File: src/rtl/fetch_buffer_if.sv
// Fetch-to-decode bus for fetch_buffer: fetch push side, ID head side, occupancy.
interface fetch_buffer_if #(
  parameter int DEPTH = 4
);
  localparam int CW = $clog2(DEPTH) + 1;

  logic          start_i;
  logic          fetch_valid_i;
  logic [31:0]   pc_i;
  logic [31:0]   inst_i;
  logic          fetch_ready_o;
  logic          flush_i;
  logic          stall_i;
  logic          valid_o;
  logic [31:0]   pc_o;
  logic [31:0]   inst_o;
  logic [31:0]   pc_plus4_o;
  logic [CW-1:0] count_o;

  modport master (
    output start_i, fetch_valid_i, pc_i, inst_i, flush_i, stall_i,
    input  fetch_ready_o, valid_o, pc_o, inst_o, pc_plus4_o, count_o
  );

  modport slave (
    input  start_i, fetch_valid_i, pc_i, inst_i, flush_i, stall_i,
    output fetch_ready_o, valid_o, pc_o, inst_o, pc_plus4_o, count_o
  );
endinterface

File: src/rtl/fetch_buffer.sv
// Circular instruction fetch buffer between IF and ID with flush/stall control.
// Define FETCH_BUF_BYPASS_EN to let an empty buffer forward the fetch straight to ID.
module fetch_buffer #(
  parameter int DEPTH = 4
) (
  input logic           clk_i,
  input logic           rst_i,
  fetch_buffer_if.slave bus
);
  localparam int PW = $clog2(DEPTH);
  localparam int CW = PW + 1;

  typedef struct packed {
    logic [31:0] pc;
    logic [31:0] inst;
  } fb_entry_t;

  fb_entry_t [DEPTH-1:0] mem_q, mem_d;
  logic [PW-1:0]         wr_q, wr_d, rd_q, rd_d;
  logic [CW-1:0]         cnt_q, cnt_d;

  fb_entry_t in_e, head;
  logic      empty, ready, valid, push, pop, store, deq, consume_byp;

  assign in_e  = '{pc: bus.pc_i, inst: bus.inst_i};
  assign empty = (cnt_q == '0);
  assign ready = (cnt_q < CW'(DEPTH));

`ifdef FETCH_BUF_BYPASS_EN
  logic byp;
  assign byp = empty & bus.start_i & bus.fetch_valid_i & ~bus.flush_i;
`endif

  always_comb begin
    head  = '0;
    valid = 1'b0;
    if (!empty) begin
      valid = 1'b1;
      head  = mem_q[rd_q];
    end
`ifdef FETCH_BUF_BYPASS_EN
    else if (byp) begin
      valid = 1'b1;
      head  = in_e;
    end
`endif
  end

  assign push = bus.start_i & bus.fetch_valid_i & ready & ~bus.flush_i;
  assign pop  = bus.start_i & valid & ~bus.stall_i & ~bus.flush_i;

  // A bypassed fetch consumed by ID in the same cycle never touches storage.
`ifdef FETCH_BUF_BYPASS_EN
  assign consume_byp = byp & pop;
`else
  assign consume_byp = 1'b0;
`endif

  assign store = push & ~consume_byp;
  assign deq   = pop & ~consume_byp;

  always_comb begin
    mem_d = mem_q;
    wr_d  = wr_q;
    rd_d  = rd_q;
    cnt_d = cnt_q;
    if (bus.start_i && bus.flush_i) begin
      wr_d  = '0;
      rd_d  = '0;
      cnt_d = '0;
    end else begin
      if (store) begin
        mem_d[wr_q] = in_e;
        wr_d        = wr_q + 1'b1;
      end
      if (deq) rd_d = rd_q + 1'b1;
      cnt_d = cnt_q + CW'(store) - CW'(deq);
    end
  end

  always_ff @(posedge clk_i) begin
    if (rst_i) begin
      mem_q <= '0;
      wr_q  <= '0;
      rd_q  <= '0;
      cnt_q <= '0;
    end else begin
      mem_q <= mem_d;
      wr_q  <= wr_d;
      rd_q  <= rd_d;
      cnt_q <= cnt_d;
    end
  end

  assign bus.fetch_ready_o = ready;
  assign bus.valid_o       = valid;
  assign bus.pc_o          = head.pc;
  assign bus.inst_o        = head.inst;
  assign bus.pc_plus4_o    = head.pc + 32'd4;
  assign bus.count_o       = cnt_q;
endmodule

File: src/flat_wrapper.sv
// flat-port wrapper written by rule: the top's interface ports become plain ports
module fetch_buffer_flat 
#(
  parameter int DEPTH = 4
)
  (clk_i, rst_i, bus_start_i, bus_fetch_valid_i, bus_pc_i, bus_inst_i, bus_flush_i, bus_stall_i, bus_fetch_ready_o, bus_valid_o, bus_pc_o, bus_inst_o, bus_pc_plus4_o, bus_count_o);
  fetch_buffer_if #(.DEPTH(DEPTH)) bus_i ();
  input logic clk_i;
  input logic rst_i;
  input wire logic [$bits(bus_i.start_i)-1:0] bus_start_i;
  input wire logic [$bits(bus_i.fetch_valid_i)-1:0] bus_fetch_valid_i;
  input wire logic [$bits(bus_i.pc_i)-1:0] bus_pc_i;
  input wire logic [$bits(bus_i.inst_i)-1:0] bus_inst_i;
  input wire logic [$bits(bus_i.flush_i)-1:0] bus_flush_i;
  input wire logic [$bits(bus_i.stall_i)-1:0] bus_stall_i;
  output wire logic [$bits(bus_i.fetch_ready_o)-1:0] bus_fetch_ready_o;
  output wire logic [$bits(bus_i.valid_o)-1:0] bus_valid_o;
  output wire logic [$bits(bus_i.pc_o)-1:0] bus_pc_o;
  output wire logic [$bits(bus_i.inst_o)-1:0] bus_inst_o;
  output wire logic [$bits(bus_i.pc_plus4_o)-1:0] bus_pc_plus4_o;
  output wire logic [$bits(bus_i.count_o)-1:0] bus_count_o;
  assign bus_i.start_i = bus_start_i;
  assign bus_i.fetch_valid_i = bus_fetch_valid_i;
  assign bus_i.pc_i = bus_pc_i;
  assign bus_i.inst_i = bus_inst_i;
  assign bus_i.flush_i = bus_flush_i;
  assign bus_i.stall_i = bus_stall_i;
  assign bus_fetch_ready_o = bus_i.fetch_ready_o;
  assign bus_valid_o = bus_i.valid_o;
  assign bus_pc_o = bus_i.pc_o;
  assign bus_inst_o = bus_i.inst_o;
  assign bus_pc_plus4_o = bus_i.pc_plus4_o;
  assign bus_count_o = bus_i.count_o;
  fetch_buffer #(.DEPTH(DEPTH)) u_core (.clk_i(clk_i), .rst_i(rst_i), .bus(bus_i));
endmodule
File: config.mk
export PLATFORM = sky130hd
export DESIGN_NAME = fetch_buffer_flat
export DESIGN_NICKNAME = d
export VERILOG_FILES = /design/src/rtl/fetch_buffer_if.sv /design/src/rtl/fetch_buffer.sv /design/src/flat_wrapper.sv
export SDC_FILE = /design/constraint.sdc
export NUM_CORES = 1
export LEC_CHECK = 0
export ABC_AREA = 1
export CAP_MARGIN = 0
export CORE_MARGIN = 3
export CORE_UTILIZATION = 35
export DETAILED_ROUTE_END_ITERATION = 10
export PLACE_DENSITY = 0.65
export SLEW_MARGIN = 15
export SYNTH_ARGS = -nofsm -noshare
export SYNTH_HDL_FRONTEND = slang
export SYNTH_SLANG_ARGS = --single-unit
File: constraint.sdc
create_clock -name clk_i -period 3.55 [get_ports clk_i]
set_input_delay 0.71 -clock clk_i [delete_from_list [all_inputs] [get_ports clk_i]]
set_output_delay 0.71 -clock clk_i [all_outputs]
set_load 0.005 [all_outputs]
==> results.yml, run 1 <==
final_layout:
  final-seq-area_um2: 5270
  area_growth_pct: 31.48
  drive_gt1_share_pct: 14.60
  nFillCells: 3539
  multi_input_area_um2: 6848
  fin_cells: 2524
  fin_nets: 2117
synthesis:
  synth_nets: 1976
  synthTopCellsByCount: "nand2_1, a21oi_1, dfxtp_1, nand3_1, o21ai_0"
  synth-seq-cells: 263
  synth_area_per_cell_um2: 6.794
  synth.area.top_cells: "dfxtp_1, a21oi_1, nand2_1"
  yosysSeqAreaShare_pct: 40.83
  netlist.area_leader.share_pct: 40.83
  synthArstFlopShare_pct: 0
  netlist_area_um2: 12890
  synthDistinctLibCells: 30
  netlist.top_cell.by_area: "dfxtp_1"
  yosys_warnings: 0
  syn_inst: 1898
  synth_top_flop_cell: "dfxtp_1"
  synth_edf_count: 0
  synth.most_common_cell: "nand2_1"
timing:
  max_freq_mhz: 281.3
  drv_slew: 0
  clock_skew_ns: 0.01789
  hold_slack_ns: 0.4506
  rsz0062_at_grt: "true"
  worst_pin_slew_ns: 0.8677
  fin_crit_sh_pct: 100.1
  period_needed_ns: 3.555
  hold_viol_final: 0
  relSlewSlack_pct: 42.15
  setup_viol: 1
  layout_setup_ws_ns: -0.004868
clock_network:
  clk_pin_slew_ns: 0.06
  cts_sinks: 263
  htree_levels: 1
  cts-root-buf: "clkbuf_16"
  tritoncts.num_buffers: 29
  cts.path.max_buffers: 3
  cts_tree: "yes"
  worstSkewPairLatency_ns: 0.57
  ctsHoldBuffers: 0
status:
  violations: "setup timing"
  outcome: "complete, but fails checks"
run:
  drv_cap: 0
routing:
  ant_nets: 0
  dr_total_vias: 13540
  wirelength_mm: 43.59
  avgRoutedWirePerCell_um: 17.27
  drc: 0
  drt_first_iter_violations: 1088
  via_per_inst: 5.364
  dr.pass1.iters: 5
floorplan:
  die_area_um2: 39180
  fp.dieH_um: 197.9
  start_util_pct: 35.90
  rows: 69
  ios: 171
  coreArea_um2: 35910
  die_x_um: 197.9
power:
  p_sw_w: 0.001647
  p_leak_nw: 6.053
  p_int_w: 0.004986
  clkPwrFrac_pct: 45.8
  power_w: 0.006633
  p_sw_share_pct: 24.83
  pwr-share-comb_pct: 8.8
  p_per_area_nw_per_um2: 391.3
  peakVddDrop_uv: 348.5
  seq_power_share_pct: 45.4
global_route:
  grt_overflow: 0
  grt_pass1_wl_mm: 67.67
  grt_pass1_vias: 12340
  grt_use_total_pct: 21.03
  grt_max_degree: 165
  antenna_found_initial: 3
critical_path:
  worst-path-max-fanout: 8
  cp_common_cell: "nand2_1"
  reg2reg_depth: 11
  cp-start-kind: "flip-flop"
  cp.required_ns: 2.84
  r2r_slack_ns: 1.29
  slowest_stage: "clkdlybuf4s50_1"
  rr_endpoint: "u_core.bus.count_o[2]$_SDFF_PP0_"
  crit_path_start: "u_core.rd_q[0]$_SDFFE_PP0P_"
  crit_path_end_kind: "primary output"
  endpoint: "bus_pc_plus4_o[24]"
  crit_type: "flip-flop to primary output"
  timing.rr.start: "u_core.bus.count_o[2]$_SDFF_PP0_"
  cpPeakStageDelay_ns: 0.51
  cp_cell_sequence: "buf_6, buf_6, buf_12, nand2_1, nand3_2, o21ai_4, nand2_2, inv_1, nand2_1, nor2_1, nand4_1, nand2_1, clkdlybuf4s50_1"
  critPathArrivalTime_ns: 2.84
worst_hold_path:
  hold_path.class: "flip-flop to flip-flop"
placed_design:
  place_ws_ns: 0.2925
  place_inst: 2410
  gp_congestion: 0.9704
  portBuffers: 170
  dp_hpwl_mm: 26.25
## cells by family after synthesis
logic type,share of synthesized area (%)
AND/OR/NAND/NOR,26.57
AO/OA/AOI/OAI,20.75
buffers and inverters,9.936
flip-flops,40.83
XOR/XNOR,1.087
adder cells (fa/ha/maj),0.8344
## what timing repair did
action | CTS | global route
buffers inserted | 32 | 24
setup endpoints to repair | 26 | 23
cloned | 3 | 0
resized for setup | 87 | 109
pin swaps | 20 | 33
## power groups by stage
stage | clock network, W | registers (W) | logic (W)
3_5_place_dp | 0 | 0.00308 | 0.000531
2_1_floorplan | 0 | 0.00307 | 0.000279
5_1_grt | 0.00322 | 0.00302 | 0.000629
6_report | 0.00304 | 0.00301 | 0.000582
3_3_place_gp | 0 | 0.00308 | 0.000525
4_1_cts | 0.00310 | 0.00301 | 0.000559
## layout by cell type, fill, tap and decap left out, types with 2 or more instances in the layout
cell and n:
xor2_1 14, inv_1 132, dlygate4sd2_1 5, nand3_1 224, buf_6 8, nand2_1 378, dfxtp_1 261, ha_1 4
clkbuf_1 3, nor2_1 35, nor2_4 34, a21oi_1 361, clkinv_2 7, ha_2 2, nor2_2 27, o211ai_1 2
nand2_2 45, clkbuf_16 29, inv_4 2, buf_8 3, clkinv_4 2, nand3_4 4, nand4_1 6, buf_4 70
clkbuf_8 10, buf_16 2, clkdlybuf4s50_1 148, buf_12 12, dlymetal6s2s_1 16, nand2_4 9, nand3_2 14, inv_2 9
o21ai_1 4, o21ai_0 162
## sequential cells by signal, summed over array words and instances (netlist names)
signal,cells
u_core.mem_q,256
u_core.bus.count_o,3
u_core.rd_q,2
u_core.wr_q,2
## how the worst min path moves through the flow
| stage | startpoint | endpoint | depth (start not counted) |
|---|---|---|---|
| 3_3_place_gp | u_core.mem_q[86]$_SDFFE_PP0P_ | u_core.mem_q[86]$_SDFFE_PP0P_ | 2 |
| 5_1_grt | u_core.mem_q[153]$_SDFFE_PP0P_ | u_core.mem_q[153]$_SDFFE_PP0P_ | 2 |
| 6_report | u_core.mem_q[130]$_SDFFE_PP0P_ | u_core.mem_q[130]$_SDFFE_PP0P_ | 2 |
| 3_5_place_dp | u_core.mem_q[127]$_SDFFE_PP0P_ | u_core.mem_q[127]$_SDFFE_PP0P_ | 2 |
| 2_1_floorplan | u_core.mem_q[226]$_SDFFE_PP0P_ | u_core.mem_q[226]$_SDFFE_PP0P_ | 2 |
| 4_1_cts | u_core.mem_q[127]$_SDFFE_PP0P_ | u_core.mem_q[127]$_SDFFE_PP0P_ | 2 |
## per-stage QoR
step | setup TNS [ns] | utilization, % | area [µm²]
final | -0.004868 | 47.21 | 16950
after global routing | -0.2982 | 47.21 | 16950
after CTS | -0.06555 | 45.69 | 16410
after detailed placement | 0 | 41.18 | 14790
after global placement | 0 | 41.18 | 14790
after floorplan | 0 | - | 12890
## critical path: cells and delay by family, from the launching register on
family                 cells  cell delay, ns
buffers and inverters      5            0.98
AOI/OAI and AO/OA          1            0.11
DFF                        1            0.41
and+or+nand+nor            7            0.80
## routing by layer
| metal | wire, µm | global-route usage (%) | vias to the layer above |
|---|---|---|---|
| met5 | 23 | 0 | - |
| met4 | 1001 | 5.400 | 4 |
| met3 | 3140 | 2.961 | 75 |
| met2 | 20320 | 35.32 | 533 |
| met1 | 19110 | 28.55 | 6369 |
| li1 | - | - | 6558 |
## area by class of cell
type	count	share of cell area, %
timing repair buffer	265	16.01
sequential	263	31.08
antenna	1	0.01476
clock buffer	42	5.159
tap	461	3.402
multi-input combinational	1336	40.39
clock inverter	12	0.6494
inverter	144	3.292
(Power assumes the default switching activity.)
==> run 2: changes to the inputs <==
--- a/config.mk
+++ b/config.mk
@@ -7,6 +7,7 @@
 export LEC_CHECK = 0
 export ABC_AREA = 1
 export CAP_MARGIN = 0
+export CORE_ASPECT_RATIO = 0.9
 export CORE_MARGIN = 3
 export CORE_UTILIZATION = 35
 export DETAILED_ROUTE_END_ITERATION = 10
==> run 2 against run 1 <==
The run still ends with setup timing left. Maximum frequency shrank 1.2%. Core utilization shrank 1.3 points. Combinational power shrank 0.7%. Largest cell class unchanged. Power grew 2.7%. Highest routed layer unchanged. Worst hold slack gained 0.00072 ns. Final area shrank 1.8%. Clock power grew 6%.
==> results.yml, run 2 (same netlist as run 1, synthesis figures left out) <==
routing:
  dr_total_vias: 13310
  via_per_inst: 5.278
  drt_first_iter_violations: 1120
  highest_layer: "met5"
  met1_length_mm: 19.40
  wl_met3_mm: 2.893
  ant_nets: 0
  dr.pass1.iters: 5
  drc: 0
  wl_met2_mm: 20.00
  wirelength_mm: 43.81
  avgRoutedWirePerCell_um: 17.37
status:
  violations: "setup timing"
  outcome: "complete, but fails checks"
critical_path:
  crit_path_end_kind: "primary output"
  rr_endpoint: "u_core.bus.count_o[2]$_SDFF_PP0_"
  cp_cell_sequence: "inv_2, buf_4, o21ai_0, o21ai_2, nand2_1, inv_1, nand2_1, nor2_2, nand4_1, nand2_1, clkdlybuf4s50_1"
  critPathArrivalTime_ns: 2.89
  slowest_stage: "clkdlybuf4s50_1"
  cp.required_ns: 2.84
  timing.rr.start: "u_core.bus.count_o[2]$_SDFF_PP0_"
  reg2reg_depth: 12
  cp_common_cell: "nand2_1"
  worst-path-max-fanout: 19
  crit_type: "flip-flop to primary output"
  r2r_slack_ns: 1.32
  cp-start-kind: "flip-flop"
  cpPeakStageDelay_ns: 0.50
floorplan:
  die_area_um2: 39180
  ios: 171
  rows: 66
  start_util_pct: 35.57
  coreArea_um2: 36250
  fp.dieH_um: 188.1
  die_x_um: 208.3
global_route:
  grt_use_total_pct: 21.13
  grt_pass1_wl_mm: 68.57
  grt_overflow: 0
  antenna_found_initial: 5
  grt_max_degree: 165
  grt_pass1_vias: 12540
clock_network:
  tritoncts.num_buffers: 28
  ctsHoldBuffers: 0
  htree_levels: 1
  cts_sinks: 263
  clk_pin_slew_ns: 0.06
  cts.path.max_buffers: 3
  cts_tree: "yes"
  cts-root-buf: "clkbuf_16"
  worstSkewPairLatency_ns: 0.53
power:
  p_per_area_nw_per_um2: 409.3
  peakVddDrop_uv: 297.4
  p_leak_nw: 5.836
worst_hold_path:
  worstHoldEndpoint: "u_core.mem_q[147]$_SDFFE_PP0P_"
  hold_depth: 2
  hold_path.class: "flip-flop to flip-flop"
  hold_start: "u_core.mem_q[147]$_SDFFE_PP0P_"
timing:
  fin_crit_sh_pct: 101.4
  clock_skew_ns: 0.005712
  setup_viol: 3
  fin_tns_setup_ns: -0.1039
  max_freq_mhz: 277.9
  worst_pin_slew_ns: 0.8310
  layout_setup_ws_ns: -0.04876
  relSlewSlack_pct: 44.60
  drv_slew: 0
  hold_viol_final: 0
  period_needed_ns: 3.599
  rsz0062_at_grt: "true"
placed_design:
  place_ws_ns: 0.2472
  portBuffers: 170
  gp_congestion: 0.9474
  dp_hpwl_mm: 26.74
final_layout:
  area_growth_pct: 29.09
  nFillCells: 3546
  largest_reg_flops: 256
  fin_nets: 2099
  final_common_cell: "nand2_1"
  largest_register: "u_core.mem_q"
  final-seq-area_um2: 5273
  final_cell_mix: "nand2_1, a21oi_1, dfxtp_1"
  multi_input_area_um2: 6680
  drive_gt1_share_pct: 12.25
run:
  drv_cap: 0
-- run 2: changes by cell type in the layout (fill, tap and decap cells not counted), moves of 6 or more --
cell	previous run	this run
nand3_1	224	232
clkbuf_8	10	4
nand3_2	14	5
buf_4	70	60
nor2_2	27	39
nand2_1	378	398
clkinv_2	7	1
buf_12	12	5
nor2_4	34	25
nand2_2	45	30
-- run 2: area by class of cell --
cell class              count  share of cell area (%)
multi-input cells        1336                   40.13
flip-flops and latches    263                   31.67
repair buffers            247                   14.98
clock buffers              39                   4.826
well taps                 476                   3.578
inverters                 144                   3.375
clock inverters            11                   1.293
diodes                      5                 0.07517
repair inverters            1                 0.06765
-- run 2: metal layers --
layer	GRT usage, %	up-vias
met5	0	-
met3	3.229	94
met1	28.78	6243
met4	7.389	4
li1	-	6503
met2	34.18	466
-- run 2: stage by stage --
step	utilization [%]	hold WS, ns	power, W	instance area (µm²)	std cells
after global placement	40.99	0.4371	0.003601	14860	2430
after global routing	45.90	0.4666	0.007039	16640	2520
final	45.92	0.4513	0.006813	16650	2522
after floorplan	-	0.4292	0.003352	12890	1898
after CTS	44.43	0.4523	0.006837	16110	2492
after detailed placement	40.99	0.4429	0.003608	14860	2430
-- run 2: where the power goes --
part	internal [W]	switching, W	total [W]
sequential	0.00299	0.0000187	0.00301
clock	0.00201	0.00122	0.00322
combinational	0.000209	0.000369	0.000578
total	0.00521	0.00160	0.00681
-- run 2: worst max-delay path: cells and delay by family, from the launching register on --
kind / cells / cell delay, ns
AO/OA/AOI/OAI: 2 / 0.44
buffers and inverters: 4 / 0.96
flip-flops: 1 / 0.37
AND/OR/NAND/NOR: 5 / 0.58
-- run 2: worst max-delay path by stage --
| stage | to | startpoint | cells past startpoint | slack [ns] |
|---|---|---|---|---|
| 3_5_place_dp | bus_pc_plus4_o[31] | u_core.rd_q[0]$_SDFFE_PP0P_ | 8 | 0.25 |
| 3_3_place_gp | bus_pc_plus4_o[27] | u_core.bus.count_o[2]$_SDFF_PP0_ | 12 | 0.22 |
| 2_1_floorplan | bus_pc_plus4_o[20] | u_core.bus.count_o[1]$_SDFF_PP0_ | 14 | 0.66 |
| 6_report | bus_pc_plus4_o[26] | u_core.rd_q[1]$_SDFFE_PP0P_ | 11 | -0.05 |
| 5_1_grt | bus_pc_plus4_o[29] | u_core.rd_q[1]$_SDFFE_PP0P_ | 11 | -0.21 |
| 4_1_cts | bus_pc_plus4_o[18] | u_core.rd_q[0]$_SDFFE_PP0P_ | 12 | -0.07 |
-- run 2: repair_timing --
item / CTS / global route
cloned: 1 / 4
endpoints found under the setup margin: 25 / 24
buffers inserted: 11 / 21
gates resized for setup: 35 / 91
pin swaps: 5 / 27
==> run 3: changes to the inputs <==
==> constraint.sdc (replaced) <==
create_clock -name clk_i -period 3.55 [get_ports clk_i]
set_input_delay 0.71 -clock clk_i [delete_from_list [all_inputs] [get_ports clk_i]]
set_output_delay 0.71 -clock clk_i [all_outputs]
set_load 0.02 [all_outputs]
==> run 3 against run 2 <==
Clock power down 6%. Worst hold slack worse by 0.00097 ns. Maximum frequency up 3.4%. First-iteration DRC count up 5.4%. Critical path depth up 2. Largest power group unchanged. Final cell count down 0.63%. Non-clock buffer count down 15. The flow now finishes without violations.
==> results.yml, run 3 (same netlist as run 1, synthesis figures left out) <==
critical_path:
  cp.required_ns: 2.84
  worst-path-max-fanout: 11
  rr_endpoint: "u_core.mem_q[55]$_SDFFE_PP0P_"
  timing.rr.start: "u_core.wr_q[0]$_SDFFE_PP0P_"
  crit_type: "flip-flop to primary output"
  r2r_slack_ns: 1.41
  critPathArrivalTime_ns: 2.77
  crit_path_end_kind: "primary output"
  cp-start-kind: "flip-flop"
  reg2reg_depth: 5
power:
  p_sw_share_pct: 24.14
  p_per_area_nw_per_um2: 408.6
  pwr-share-comb_pct: 8.7
  p_sw_w: 0.001600
  peakVddDrop_uv: 301.9
  p_int_w: 0.005028
  clkPwrFrac_pct: 45.9
  seq_power_share_pct: 45.4
  p_leak_nw: 5.540
global_route:
  grt_pass1_vias: 12410
  grt_max_degree: 165
  grt_use_total_pct: 20.98
  antenna_found_initial: 5
  grt_pass1_wl_mm: 68.21
  grt_overflow: 0
routing:
  wirelength_mm: 43.61
  dr_total_vias: 13270
  ant_nets: 0
  drt_first_iter_violations: 1180
  via_per_inst: 5.293
  drc: 0
  dr.pass1.iters: 5
  avgRoutedWirePerCell_um: 17.40
status:
  outcome: "completed"
final_layout:
  final-seq-area_um2: 5270
  final_cell_mix: "nand2_1, a21oi_1, dfxtp_1"
  largest_register: "u_core.mem_q"
  final_common_cell: "nand2_1"
  largest_reg_flops: 256
  drive_gt1_share_pct: 10.71
  area_growth_pct: 25.79
  fin_cells: 2506
  nFillCells: 3627
  multi_input_area_um2: 6544
  fin_nets: 2084
placed_design:
  dp_hpwl_mm: 26.80
  place_ws_ns: 0.2607
  portBuffers: 170
  gp_congestion: 0.9128
  place_inst: 2430
floorplan:
  fp.dieH_um: 188.1
  die_area_um2: 39180
  start_util_pct: 35.57
  die_x_um: 208.3
  rows: 66
  ios: 171
  coreArea_um2: 36250
timing:
  relSlewSlack_pct: 47.64
  fin_crit_sh_pct: 98.03
  period_needed_ns: 3.480
  max_freq_mhz: 287.3
  hold_viol_final: 0
  clock_skew_ns: 0.01031
  drv_slew: 0
  layout_setup_ws_ns: 0.06992
  setup_viol: 0
  worst_pin_slew_ns: 0.7854
  rsz0062_at_grt: "true"
worst_hold_path:
  hold_depth: 2
  hold_path.class: "flip-flop to flip-flop"
  worstHoldEndpoint: "u_core.mem_q[136]$_SDFFE_PP0P_"
  hold_start: "u_core.mem_q[136]$_SDFFE_PP0P_"
run:
  drv_cap: 0
clock_network:
  clk_pin_slew_ns: 0.06
  worstSkewPairLatency_ns: 0.54
  cts_sinks: 263
  ctsHoldBuffers: 0
  cts.path.max_buffers: 3
  cts-root-buf: "clkbuf_16"
  htree_levels: 1
  tritoncts.num_buffers: 28
  cts_tree: "yes"
==> run 3: changes by cell type in the layout (fill, tap and decap cells not counted), moves of 4 or more <==
cell,before,now
buf_4,60,49
nor2_1,32,47
nand2_1,398,414
clkbuf_8,4,10
nor2_2,39,26
dlygate4sd2_1,3,7
clkdlybuf4s15_1,0,4
nand2_2,30,16
bufinv_16,6,2
clkdlybuf4s50_1,152,140
clkbuf_2,0,15
dlymetal6s2s_1,14,3
==> run 3: worst max-delay path by stage <==
stage	end	from	cells past startpoint	slack, ns
3_5_place_dp	bus_pc_plus4_o[27]	u_core.rd_q[0]$_SDFFE_PP0P_	12	0.26
4_1_cts	bus_pc_plus4_o[30]	u_core.rd_q[0]$_SDFFE_PP0P_	13	-0.18
5_1_grt	bus_pc_plus4_o[31]	u_core.rd_q[0]$_SDFFE_PP0P_	15	-0.13
6_report	bus_pc_plus4_o[26]	u_core.rd_q[0]$_SDFFE_PP0P_	13	0.07
3_3_place_gp	bus_pc_plus4_o[27]	u_core.rd_q[0]$_SDFFE_PP0P_	12	0.25
2_1_floorplan	bus_pc_plus4_o[12]	u_core.bus.count_o[2]$_SDFF_PP0_	12	0.01
==> run 3: per-stage QoR <==
stage | util [%] | total power, W | TNS (ns) | cell area [µm²] | hold slack [ns]
2_1_floorplan | - | 0.003370 | 0 | 12890 | 0.4292
3_3_place_gp | 40.99 | 0.003623 | 0 | 14860 | 0.4379
3_5_place_dp | 40.99 | 0.003629 | 0 | 14860 | 0.4420
4_1_cts | 43.70 | 0.006665 | -0.1829 | 15840 | 0.4517
5_1_grt | 44.74 | 0.006861 | -0.4616 | 16220 | 0.4639
6_report | 44.74 | 0.006629 | 0 | 16220 | 0.4504
==> run 3: worst max-delay path, cell delays in order, from the launching register on <==
cell           delay [ns]
dfxtp_4              0.36
buf_4                0.16
buf_4                0.17
clkbuf_16            0.18
nand2_1              0.08
nand3_1              0.09
nand2_2              0.16
inv_1                0.10
nor2_1               0.11
nand2_1              0.11
nor2_2               0.17
nand4_1              0.12
nand2_1              0.09
dlygate4sd2_1        0.33
==> run 3: power by group through the flow <==
stage	Clock, W	Sequential, W	Combinational, W
floorplan	0	0.00307	0.000296
global placement	0	0.00308	0.000547
detailed placement	0	0.00308	0.000552
CTS	0.00310	0.00301	0.000555
global route	0.00322	0.00301	0.000627
finish	0.00304	0.00301	0.000576
==> run 3: timing repair <==
item | 4_1_cts | 5_1_grt
pin swaps | 0 | 7
setup buffers | 1 | 16
resized for setup | 36 | 88
setup endpoints to repair | 26 | 26
gates cloned | 0 | 5
==> run 3: final cells by class <==
| cell class | instances | share of cell area (%) |
|---|---|---|
| Clock inverter | 7 | 0.5400 |
| Tap cell | 476 | 3.672 |
| Multi-Input combinational cell | 1336 | 40.34 |
| Antenna cell | 3 | 0.04628 |
| Clock buffer | 44 | 5.438 |
| Inverter | 144 | 3.440 |
| Timing Repair Buffer | 232 | 13.96 |
| Sequential cell | 263 | 32.49 |
| Timing Repair inverter | 1 | 0.06942 |
==> run 3: layer usage <==
metal,share of wire [%],track usage (%),up-vias,routed length [µm]
li1,-,-,6480,-
met1,44,28.29,6204,19010
met2,46,34.00,474,20270
met3,6.5,3.479,103,2847
met4,3.4,7.441,4,1469
met5,0.044,0,-,19
